--- src/rtl/ir_prefetch.sv ---
// Instruction prefetch buffer: streams sequential words over req/ack into a FIFO and handles jump redirects.
// Optional stall counter output is enabled by defining IR_PREFETCH_STATS_EN.
module ir_prefetch #(
   parameter int ADDR_W     = 16,
   parameter int DATA_W     = 16,
   parameter int DEPTH      = 4,
   parameter int RESET_ADDR = 0
) (
   input  logic              clk,
   input  logic              rst,
   input  logic              i_flush,
   input  logic [ADDR_W-1:0] i_flush_addr,
   output logic              o_mem_req,
   output logic [ADDR_W-1:0] o_mem_addr,
   input  logic              i_mem_ack,
   input  logic [DATA_W-1:0] i_mem_data,
   output logic              o_ir_valid,
   output logic [DATA_W-1:0] o_ir,
   output logic [ADDR_W-1:0] o_ir_addr,
   input  logic              i_ir_ready
`ifdef IR_PREFETCH_STATS_EN
   ,
   output logic [15:0]       o_stall_cnt
`endif
);

   localparam int PW = (DEPTH > 1) ? $clog2(DEPTH) : 1;
   localparam int CW = PW + 1;

   typedef enum logic [1:0] {
      ST_IDLE    = 2'd0,
      ST_REQ     = 2'd1,
      ST_DISCARD = 2'd2
   } state_t;

   state_t              state_r;
   state_t              state_s;
   logic [ADDR_W-1:0]   pc_r;
   logic [ADDR_W-1:0]   pc_s;
   logic [ADDR_W-1:0]   addr_r;
   logic [ADDR_W-1:0]   addr_s;
   logic                mem_req_r;

   logic [DATA_W-1:0]   fifo_data_r [DEPTH];
   logic [ADDR_W-1:0]   fifo_addr_r [DEPTH];
   logic [PW-1:0]       wr_ptr_r;
   logic [PW-1:0]       rd_ptr_r;
   logic [CW-1:0]       count_r;
   logic [CW-1:0]       count_next_s;
   logic                empty_s;
   logic                push_s;
   logic                pop_s;
   logic                space_s;

   // FIFO handshake decode; a flush suppresses both push and pop
   always_comb begin
      empty_s      = (count_r == {CW{1'b0}});
      push_s       = (state_r == ST_REQ) && i_mem_ack && !i_flush;
      pop_s        = !empty_s && i_ir_ready && !i_flush;
      count_next_s = count_r + CW'(push_s) - CW'(pop_s);
      space_s      = (count_next_s < CW'(DEPTH));
   end

   // Next-state, fetch pc and request address
   always_comb begin
      state_s = state_r;
      pc_s    = pc_r;
      case (state_r)
         ST_IDLE: begin
            if (i_flush) begin
               pc_s    = i_flush_addr;
               state_s = ST_REQ;
            end else if (space_s) begin
               state_s = ST_REQ;
            end else begin
               state_s = ST_IDLE;
            end
         end
         ST_REQ: begin
            if (i_flush) begin
               pc_s    = i_flush_addr;
               state_s = i_mem_ack ? ST_REQ : ST_DISCARD;
            end else if (i_mem_ack) begin
               pc_s    = pc_r + {{(ADDR_W-1){1'b0}}, 1'b1};
               state_s = space_s ? ST_REQ : ST_IDLE;
            end else begin
               state_s = ST_REQ;
            end
         end
         ST_DISCARD: begin
            if (i_flush) begin
               pc_s = i_flush_addr;
            end else begin
               pc_s = pc_r;
            end
            if (i_mem_ack) begin
               state_s = ST_REQ;
            end else begin
               state_s = ST_DISCARD;
            end
         end
         default: begin
            state_s = ST_IDLE;
         end
      endcase
      // An abandoned request keeps its old address on the bus until it completes
      if (state_s == ST_DISCARD) begin
         addr_s = addr_r;
      end else begin
         addr_s = pc_s;
      end
   end

   // FSM, pc and memory request registers
   always_ff @(posedge clk or posedge rst) begin
      if (rst) begin
         state_r   <= ST_IDLE;
         pc_r      <= ADDR_W'(RESET_ADDR);
         addr_r    <= ADDR_W'(RESET_ADDR);
         mem_req_r <= 1'b0;
      end else begin
         state_r   <= state_s;
         pc_r      <= pc_s;
         addr_r    <= addr_s;
         mem_req_r <= (state_s != ST_IDLE);
      end
   end

   // FIFO pointers and occupancy
   always_ff @(posedge clk or posedge rst) begin
      if (rst) begin
         wr_ptr_r <= {PW{1'b0}};
         rd_ptr_r <= {PW{1'b0}};
         count_r  <= {CW{1'b0}};
      end else if (i_flush) begin
         wr_ptr_r <= {PW{1'b0}};
         rd_ptr_r <= {PW{1'b0}};
         count_r  <= {CW{1'b0}};
      end else begin
         if (push_s) begin
            wr_ptr_r <= wr_ptr_r + {{(PW-1){1'b0}}, 1'b1};
         end
         if (pop_s) begin
            rd_ptr_r <= rd_ptr_r + {{(PW-1){1'b0}}, 1'b1};
         end
         count_r <= count_next_s;
      end
   end

   // FIFO storage: each entry holds the word and the address it was fetched from
   always_ff @(posedge clk or posedge rst) begin
      if (rst) begin
         for (int i = 0; i < DEPTH; i++) begin
            fifo_data_r[i] <= {DATA_W{1'b0}};
            fifo_addr_r[i] <= {ADDR_W{1'b0}};
         end
      end else if (push_s) begin
         fifo_data_r[wr_ptr_r] <= i_mem_data;
         fifo_addr_r[wr_ptr_r] <= pc_r;
      end
   end

   assign o_mem_req  = mem_req_r;
   assign o_mem_addr = addr_r;
   assign o_ir_valid = !empty_s;
   assign o_ir       = empty_s ? {DATA_W{1'b0}} : fifo_data_r[rd_ptr_r];
   assign o_ir_addr  = empty_s ? {ADDR_W{1'b0}} : fifo_addr_r[rd_ptr_r];

`ifdef IR_PREFETCH_STATS_EN
   logic [15:0] stall_cnt_r;

   // Counts cycles the IR stage was ready but starved; saturates
   always_ff @(posedge clk or posedge rst) begin
      if (rst) begin
         stall_cnt_r <= 16'd0;
      end else if (i_ir_ready && empty_s && !i_flush && (stall_cnt_r != 16'hFFFF)) begin
         stall_cnt_r <= stall_cnt_r + 16'd1;
      end
   end

   assign o_stall_cnt = stall_cnt_r;
`endif

endmodule

--- config.mk ---
export PLATFORM = sky130hd
export DESIGN_NAME = ir_prefetch
export DESIGN_NICKNAME = d
export VERILOG_FILES = /design/src/rtl/ir_prefetch.sv
export SDC_FILE = /design/constraint.sdc
export NUM_CORES = 1
export LEC_CHECK = 0
export BUFFER_PORTS_ARGS = -buffer_cell sky130_fd_sc_hd__buf_2
export CAP_MARGIN = 20
export CORE_AREA = 2 2 151 109
export DETAILED_ROUTE_END_ITERATION = 6
export DIE_AREA = 0 0 153 111
export GPL_ROUTABILITY_DRIVEN = 0
export PLACE_DENSITY = 0.75
export SLEW_MARGIN = 40
export SYNTH_ARGS = -nofsm -noshare
export SYNTH_HDL_FRONTEND = slang
export SYNTH_SLANG_ARGS = --single-unit
--- constraint.sdc ---
create_clock -name clk -period 4.65 [get_ports clk]
set_input_delay 0.2325 -clock clk [delete_from_list [all_inputs] [get_ports clk]]
set_output_delay 0.2325 -clock clk [all_outputs]
set_load 0.03 [all_outputs]
==> results of run 1 <==
[registers in the layout (all words and copies together), names as in the netlist]
signal       flops
count_r          3
fifo_addr_r     64
fifo_data_r     64
o_mem_addr      16
o_mem_req        1
pc_r            16
rd_ptr_r         2
state_r          2
wr_ptr_r         2
[final timing paths]
| kind | start | to | slack (ns) | cells past startpoint |
|---|---|---|---|---|
| worst max-delay path | count_r[1] | o_mem_req | 1.58 | 12 |
| worst min-delay path | i_mem_data[11] | fifo_data_r[11] | 0.09 | 2 |
| worst max register to register | count_r[1] | o_mem_req | 1.58 | 12 |
| worst min register to register | fifo_addr_r[21] | fifo_addr_r[21] | 0.49 | 1 |
| max in group asynchronous | rst | fifo_data_r[13] | 3.34 | 5 |
| min in group asynchronous | rst | fifo_addr_r[59] | 0.44 | 4 |
[through the flow]
stage	std cells	hold slack (ns)	utilization, %
detailed placement	832	0.478	54.7
finish	866	0.0919	59.0
global placement	832	0.468	54.6
CTS	864	0.0723	58.8
floorplan	581	0.383	-
global route	866	0.0798	59.0
[report_power, final]
part	total [mW]	switching (mW)	leakage, nW	internal, mW
logic	2.29	1.20	1.80	1.09
clock network	1.53	0.563	0.318	0.966
registers	2.48	0.446	2.13	2.04
[per-layer routing]
layer	up-vias	wire, um	track usage [%]
li1	2264	-	-
met1	2673	7570	29.1
met2	134	8300	33.9
met3	20	1020	5.82
met4	0	178	5.31
met5	-	0	0
[logic make-up (layout without fill, tap and decap cells)]
family | after synthesis | count (layout) | synth area share [%]
AOI/OAI and AO/OA | 52 | 52 | 4.70
and+or+nand+nor | 108 | 108 | 7.88
adders and majority gates | 8 | 8 | 1.33
muxes | 178 | 178 | 29.3
DFF | 170 | 170 | 52.4
buffers and inverters | 59 | 139 | 3.73
xor gates and xnor gates | 6 | 6 | 0.648
[cell type report]
cell class	instances	area (sq um)
Multi-Input combinational cell	352	3560
Inverter	12	48.8
Sequential cell	170	4260
Clock buffer	20	447
Tap cell	205	256
Fill cell	1199	6460
Clock inverter	12	196
Timing Repair Buffer	95	533
[timing repair]
action	in CTS	in global routing
endpoints found under the hold margin	0	60
gates resized for setup	0	0
hold buffers	0	1
[worst max-delay path, cell delays in order (launching register included)]
cell,delay [ns]
dfrtp_1,0.42
or3_2,0.78
nand2_1,0.21
nor2_1,0.06
ha_1,0.29
inv_1,0.07
ha_1,0.14
inv_1,0.05
fa_1,0.38
xnor2_1,0.18
nor2_1,0.08
a31oi_1,0.24
nand2b_1,0.12
[placed cells by master, fill, tap and decap left out, drive strengths merged, types with 7 or more instances in the layout]
master  Yosys  routed
ha          7       7
nand2      18      18
o21ai      13      13
dfrtp     170     170
and2       33      33
mux2      145     145
buf        35      94
nand4       7       7
a21oi      10      10
nand3      13      13
clkbuf     12      20
clkinv      0       7
inv        12      11
mux4       32      32
nor2       16      16
==> results by group, run 1 <==
Worst setup path
  – Required time worst endpoint: 5.01 ns
  – Arrival @ worst endpoint: 3.43 ns
  – CP endpoint kind: register
  – CP Max Fanout: 35
  – Critical path launch point type: register
  – Setup CP Type: reg2reg

Place
  – Post-Place Setup Slack: 1.61 ns
  – Buffers added on ports: 86
  – Post-DP HPWL: 11.2 mm
  – DP Area: 0.00862 sq mm

Yosys
  – Ys flop type: dfrtp_1
  – Synth Cell Area: 0.00811 sq mm
  – Register area share after synthesis: 52.4%
  – FF+latch count, synth: 170
  – Yosys cell types: 62
  – Mean Syn Cell Area: 14.0 sq um
  – Synthesis warning total: 0
  – Ys async rst share: 100%
  – Mapped Cells: 581
  – Post-synth EDFFs: 0
  – Top cells by count, synth: 170 x dfrtp_1, 109 x mux2_2, 33 x and2_1, 33 x mux2_1, 32 x mux4_2
  – Ranking of synthesized cells by area: dfrtp_1 52%, mux2_2 15%, mux4_2 8.9%
  – Cell with the most instances after synthesis: dfrtp_1
  – Post-synth net total: 626
  – Cell taking the most area after synthesis: dfrtp_1
  – Yosys top cell area share: 52.4%

Final layout
  – N_diodes: 0
  – Area delta synth->final: 14.7%
  – Nets@finish: 693
  – Design area: 0.00930 sq mm
  – Share of cells above drive strength 1: 44.3%

GRT
  – Overall Global Routing Usage: 21.2%
  – Antenna violations before repair: 0
  – Global-route wire length before repair: 28.2 mm
  – Vias in the first global route: 5300
  – Largest net degree at the start of global routing: 171
  – GR Overflow Total: 0

Timing
  – F_max: 0.326 GHz
  – Setup TNS: 0 ns
  – Final Hold Fails: 0
  – Worst-margin pin slew: 0.831 ns
  – RSZ-0062 raised after global routing: no
  – Final worst path period share: 66.1%
  – Final WS setup: 1.58 ns
  – Setup violators final: 0
  – Normalized max-slew margin: 44.5%
  – Final critical-path required period: 3.07 ns
  – Clk_skew: 0.00766 ns
  – Max-slew violation count: 0

Routing
  – Vias: 5091
  – ANT nets after route: 0
  – Wire per inst: 19.7 um
  – Drt drc: 0
  – Drt pass-1 iters: 4
  – Total Wirelength: 17.1 mm
  – Vias per inst: 5.88
  – Initial drt markers: 391

Pwr
  – VDD IR-drop max: 0.366 mV
  – Total chip power: 6.31 mW
  – Leakage: 4.25 nW
  – Pwr Density: 678 mW/mm^2

Die
  – Die ar.: 0.0170 sq mm
  – Die extent in x: 153 um
  – Row count: 39
  – Placeable Area: 0.0158 sq mm
  – Initial core utilization: 51.5%
  – Die height: 111 um
  – Ports: 87

Flow run
  – Max Cap Viol: 0

Clocking
  – Clk slew on worst S/H paths: 0.07 ns
  – Skew-Pair Late Insertion Delay: 0.42 ns
  – Deepest clock path buffer count: 2
  – CTS Sinks: 170
  – CTS tree: yes
  – CTS Buf Count: 17
  – Clock root buffer: clkbuf_16
  – Setup Buffers After CTS: 0
  – H-tree depth: 4

Worst hold path
  – Min-Delay Path Class: in2reg

Outcome
  – Outcome: completed
(Power assumes the default switching activity.)
==> run 2, diff against run 1 <==
--- a/config.mk
+++ b/config.mk
@@ -5,13 +5,14 @@
 export SDC_FILE = /design/constraint.sdc
 export NUM_CORES = 1
 export LEC_CHECK = 0
+export ABC_AREA = 1
 export BUFFER_PORTS_ARGS = -buffer_cell sky130_fd_sc_hd__buf_2
 export CAP_MARGIN = 20
-export CORE_AREA = 2 2 151 109
+export CORE_AREA = 2 2 146 105
 export DETAILED_ROUTE_END_ITERATION = 6
-export DIE_AREA = 0 0 153 111
+export DIE_AREA = 0 0 148 107
 export GPL_ROUTABILITY_DRIVEN = 0
-export PLACE_DENSITY = 0.75
+export PLACE_DENSITY = 0.79
 export SLEW_MARGIN = 40
 export SYNTH_ARGS = -nofsm -noshare
 export SYNTH_HDL_FRONTEND = slang
==> constraint.sdc (replaced) <==
create_clock -name clk -period 2.9 [get_ports clk]
set_input_delay 0.145 -clock clk [delete_from_list [all_inputs] [get_ports clk]]
set_output_delay 0.145 -clock clk [all_outputs]
set_load 0.03 [all_outputs]
==> results by group, run 2 <==
Worst hold path
  – Min-Delay Startpoint: i_mem_data[6]
  – Min-Delay Path Class: in2reg
  – Hold Path Sink: fifo_data_r[38]
  – Hold path depth: 3

Outcome
  – Outcome: completed

Pwr
  – VDD IR-drop max: 0.516 mV
  – Comb pwr share: 43.1%
  – Internal power: 5.91 mW
  – Clock power frac: 20.6%
  – Sw power: 4.75 mW
  – Sequential Power Share: 36.4%
  – Leakage: 4.57 nW
  – Pwr Density: 1140 mW/mm^2
  – Net Sw Frac: 44.6%
  – Total chip power: 10.7 mW

Yosys
  – Post-Synth XOR/XNOR Area: 0%
  – Adder-Cell Fraction of Synth Area: 1.28%
  – Yosys top cell area share: 50.7%
  – FF+latch count, synth: 170
  – Ranking of synthesized cells by area: dfrtp_1 51%, nand2_1 10%, nor2_1 7.4%
  – Mapped Cells: 1016
  – Post-synth net total: 1061
  – Ys flop type: dfrtp_1
  – Top cells by count, synth: 223 x nand2_1, 170 x dfrtp_1, 165 x nor2_1, 101 x o21ai_1, 76 x o21ai_0
  – Ys async rst share: 100%
  – Cell with the most instances after synthesis: nand2_1
  – Register area share after synthesis: 50.7%
  – Cell taking the most area after synthesis: dfrtp_1
  – Main combinational cell family by area after synthesis: simple AND/OR/NAND/NOR gates
  – Synth Area in Simple Gates: 22.4%
  – Synthesis warning total: 0
  – Synth Cell Area: 0.00839 sq mm
  – Post-synth EDFFs: 0
  – Mean Syn Cell Area: 8.26 sq um
  – Yosys cell types: 37
  – Mux contribution to synthesized area: 0%
  – Synth Area in Compound Gates: 17.7%

Routing
  – Initial drt markers: 647
  – Vias: 7057
  – Wire per inst: 15.2 um
  – Vias per inst: 5.49
  – Drt drc: 0
  – Total Wirelength: 19.5 mm
  – Drt pass-1 iters: 5
  – ANT nets after route: 0

Worst setup path
  – CP Max Fanout: 3
  – Worst Reg2Reg Path Length in Cells: 14
  – Max incr delay on CP: 0.42 ns
  – Source of the worst register-to-register timing path: count_r[1]
  – CP endpoint kind: register
  – Required time worst endpoint: 3.19 ns
  – Cells along the critical path: or2_2 > nor2_2 > inv_1 > nand2_2 > nor2_1 > ha_1 > inv_1 > ha_1 > inv_1 > fa_1 > nand3_1 > nand3_1 > o211ai_1 > nand2_1
  – RR Endpoint: state_r[0]
  – Critical path launch point type: register
  – Crit-path most repeated cell: inv_1
  – Arrival @ worst endpoint: 2.93 ns
  – Setup CP Type: reg2reg
  – CP max-delay cell: dfrtp_1
  – Flop2flop setup slack: 0.27 ns

Die
  – Die height: 107 um
  – Initial core utilization: 58.1%
  – Ports: 87
  – Die ar.: 0.0158 sq mm
  – Placeable Area: 0.0144 sq mm
  – Row count: 37
  – Die extent in x: 148 um

Final layout
  – Design area: 0.00936 sq mm
  – Most common cell after layout, fill and taps aside: nand2_1
  – Nets@finish: 1122
  – Filler cells: 1258
  – Top Registers: fifo_addr_r (64), fifo_data_r (64)
  – Commonest non-fill, non-tap cells in the layout: 222 x nand2_1, 169 x dfrtp_1, 165 x nor2_1
  – N_diodes: 0
  – Share of cells above drive strength 1: 17.6%
  – Area delta synth->final: 11.5%

Timing
  – Setup TNS: 0 ns
  – Final critical-path required period: 2.63 ns
  – Worst-margin pin slew: 0.793 ns
  – Final worst path period share: 90.9%
  – Clk_skew: 0.00650 ns
  – Max-slew violation count: 0
  – RSZ-0062 raised after global routing: no
  – F_max: 0.380 GHz
  – Final Hold Fails: 0
  – Normalized max-slew margin: 47.1%
  – Setup violators final: 0

GRT
  – Vias in the first global route: 6710
  – Overall Global Routing Usage: 26.0%
  – GR Overflow Total: 0
  – Largest net degree at the start of global routing: 82
  – Antenna violations before repair: 0
  – Global-route wire length before repair: 33.0 mm

Clocking
  – Clk slew on worst S/H paths: 0.07 ns
  – CTS Buf Count: 17
  – Setup Buffers After CTS: 0
  – CTS tree: yes
  – Clock root buffer: clkbuf_16
  – H-tree depth: 4
  – Skew-Pair Late Insertion Delay: 0.42 ns
  – CTS Sinks: 170
  – Deepest clock path buffer count: 2

Flow run
  – Max Cap Viol: 0

Place
  – Post-DP HPWL: 11.9 mm
  – DP Area: 0.00878 sq mm
  – Buffers added on ports: 86
[run 2: cell types whose count changed after synthesis, sizes merged, moves of 47 or more]
cell,delta
o21ai,+195
nor2,+156
nand2,+214
mux2,-145
inv,+47
[run 2: cells by family after synthesis]
family,after synthesis
DFF,170
and+or+nand+nor,452
adders and majority gates,8
buffers and inverters,121
AOI/OAI and AO/OA,265
[run 2: through the flow]
step	hold slack (ns)	setup WS (ns)	util (%)	std cells
final	0.0244	0.265	64.8	1285
after global routing	0.0221	0.00350	64.8	1285
after CTS	0.0206	0.226	64.8	1285
after detailed placement	0.217	0.244	60.8	1252
after global placement	0.216	0.304	60.8	1252
after floorplan	0.328	0.217	-	1016
[run 2: power groups by stage]
stage	Combinational [mW]	Sequential [mW]	Clock, mW
finish	4.59	3.88	2.19
global route	5.14	4.00	2.33
CTS	4.59	3.87	2.22
detailed placement	4.55	3.90	0
global placement	4.47	3.87	0
floorplan	3.25	3.98	0
[run 2: repair_timing]
item	4_1_cts	5_1_grt
gates resized for setup	0	2
endpoints found under the setup margin	0	2
hold endpoints to repair	20	0
hold buffers	1	0
[run 2: critical path, delay by kind of cell, from the launching register on]
| kind | cells | cell delay (ns) |
|---|---|---|
| simple gates | 7 | 0.88 |
| fa+ha+maj | 3 | 0.79 |
| flops | 1 | 0.42 |
| compound gates | 1 | 0.25 |
| buf+inv | 3 | 0.18 |
[run 2: layer usage]
metal	global-route usage [%]	up-vias	routed length, um
met5	0	-	0
met4	5.24	0	175
met3	5.45	22	1240
met2	40.0	238	8940
met1	38.6	3356	9170
li1	-	3441	-
[run 2: final cells by class]
| class | count | area, sq um | share of cell area, % |
|---|---|---|---|
| Clock buffer | 18 | 429 | 4.58 |
| Clock inverter | 14 | 139 | 1.48 |
| Multi-Input combinational cell | 725 | 3480 | 37.2 |
| Inverter | 61 | 235 | 2.51 |
| Tap cell | 195 | 244 | 2.61 |
| Sequential cell | 170 | 4260 | 45.5 |
| Timing Repair Buffer | 102 | 578 | 6.18 |
[run 2: worst max path at each step]
stage | startpoint | slack, ns | end | cells past startpoint
3_5_place_dp | count_r[1] | 0.24 | o_mem_req | 14
2_1_floorplan | count_r[1] | 0.22 | o_mem_req | 14
5_1_grt | count_r[1] | 0.004 | o_mem_req | 14
3_3_place_gp | count_r[1] | 0.30 | o_mem_req | 14
4_1_cts | count_r[1] | 0.23 | o_mem_req | 14
6_report | count_r[1] | 0.27 | state_r[0] | 14
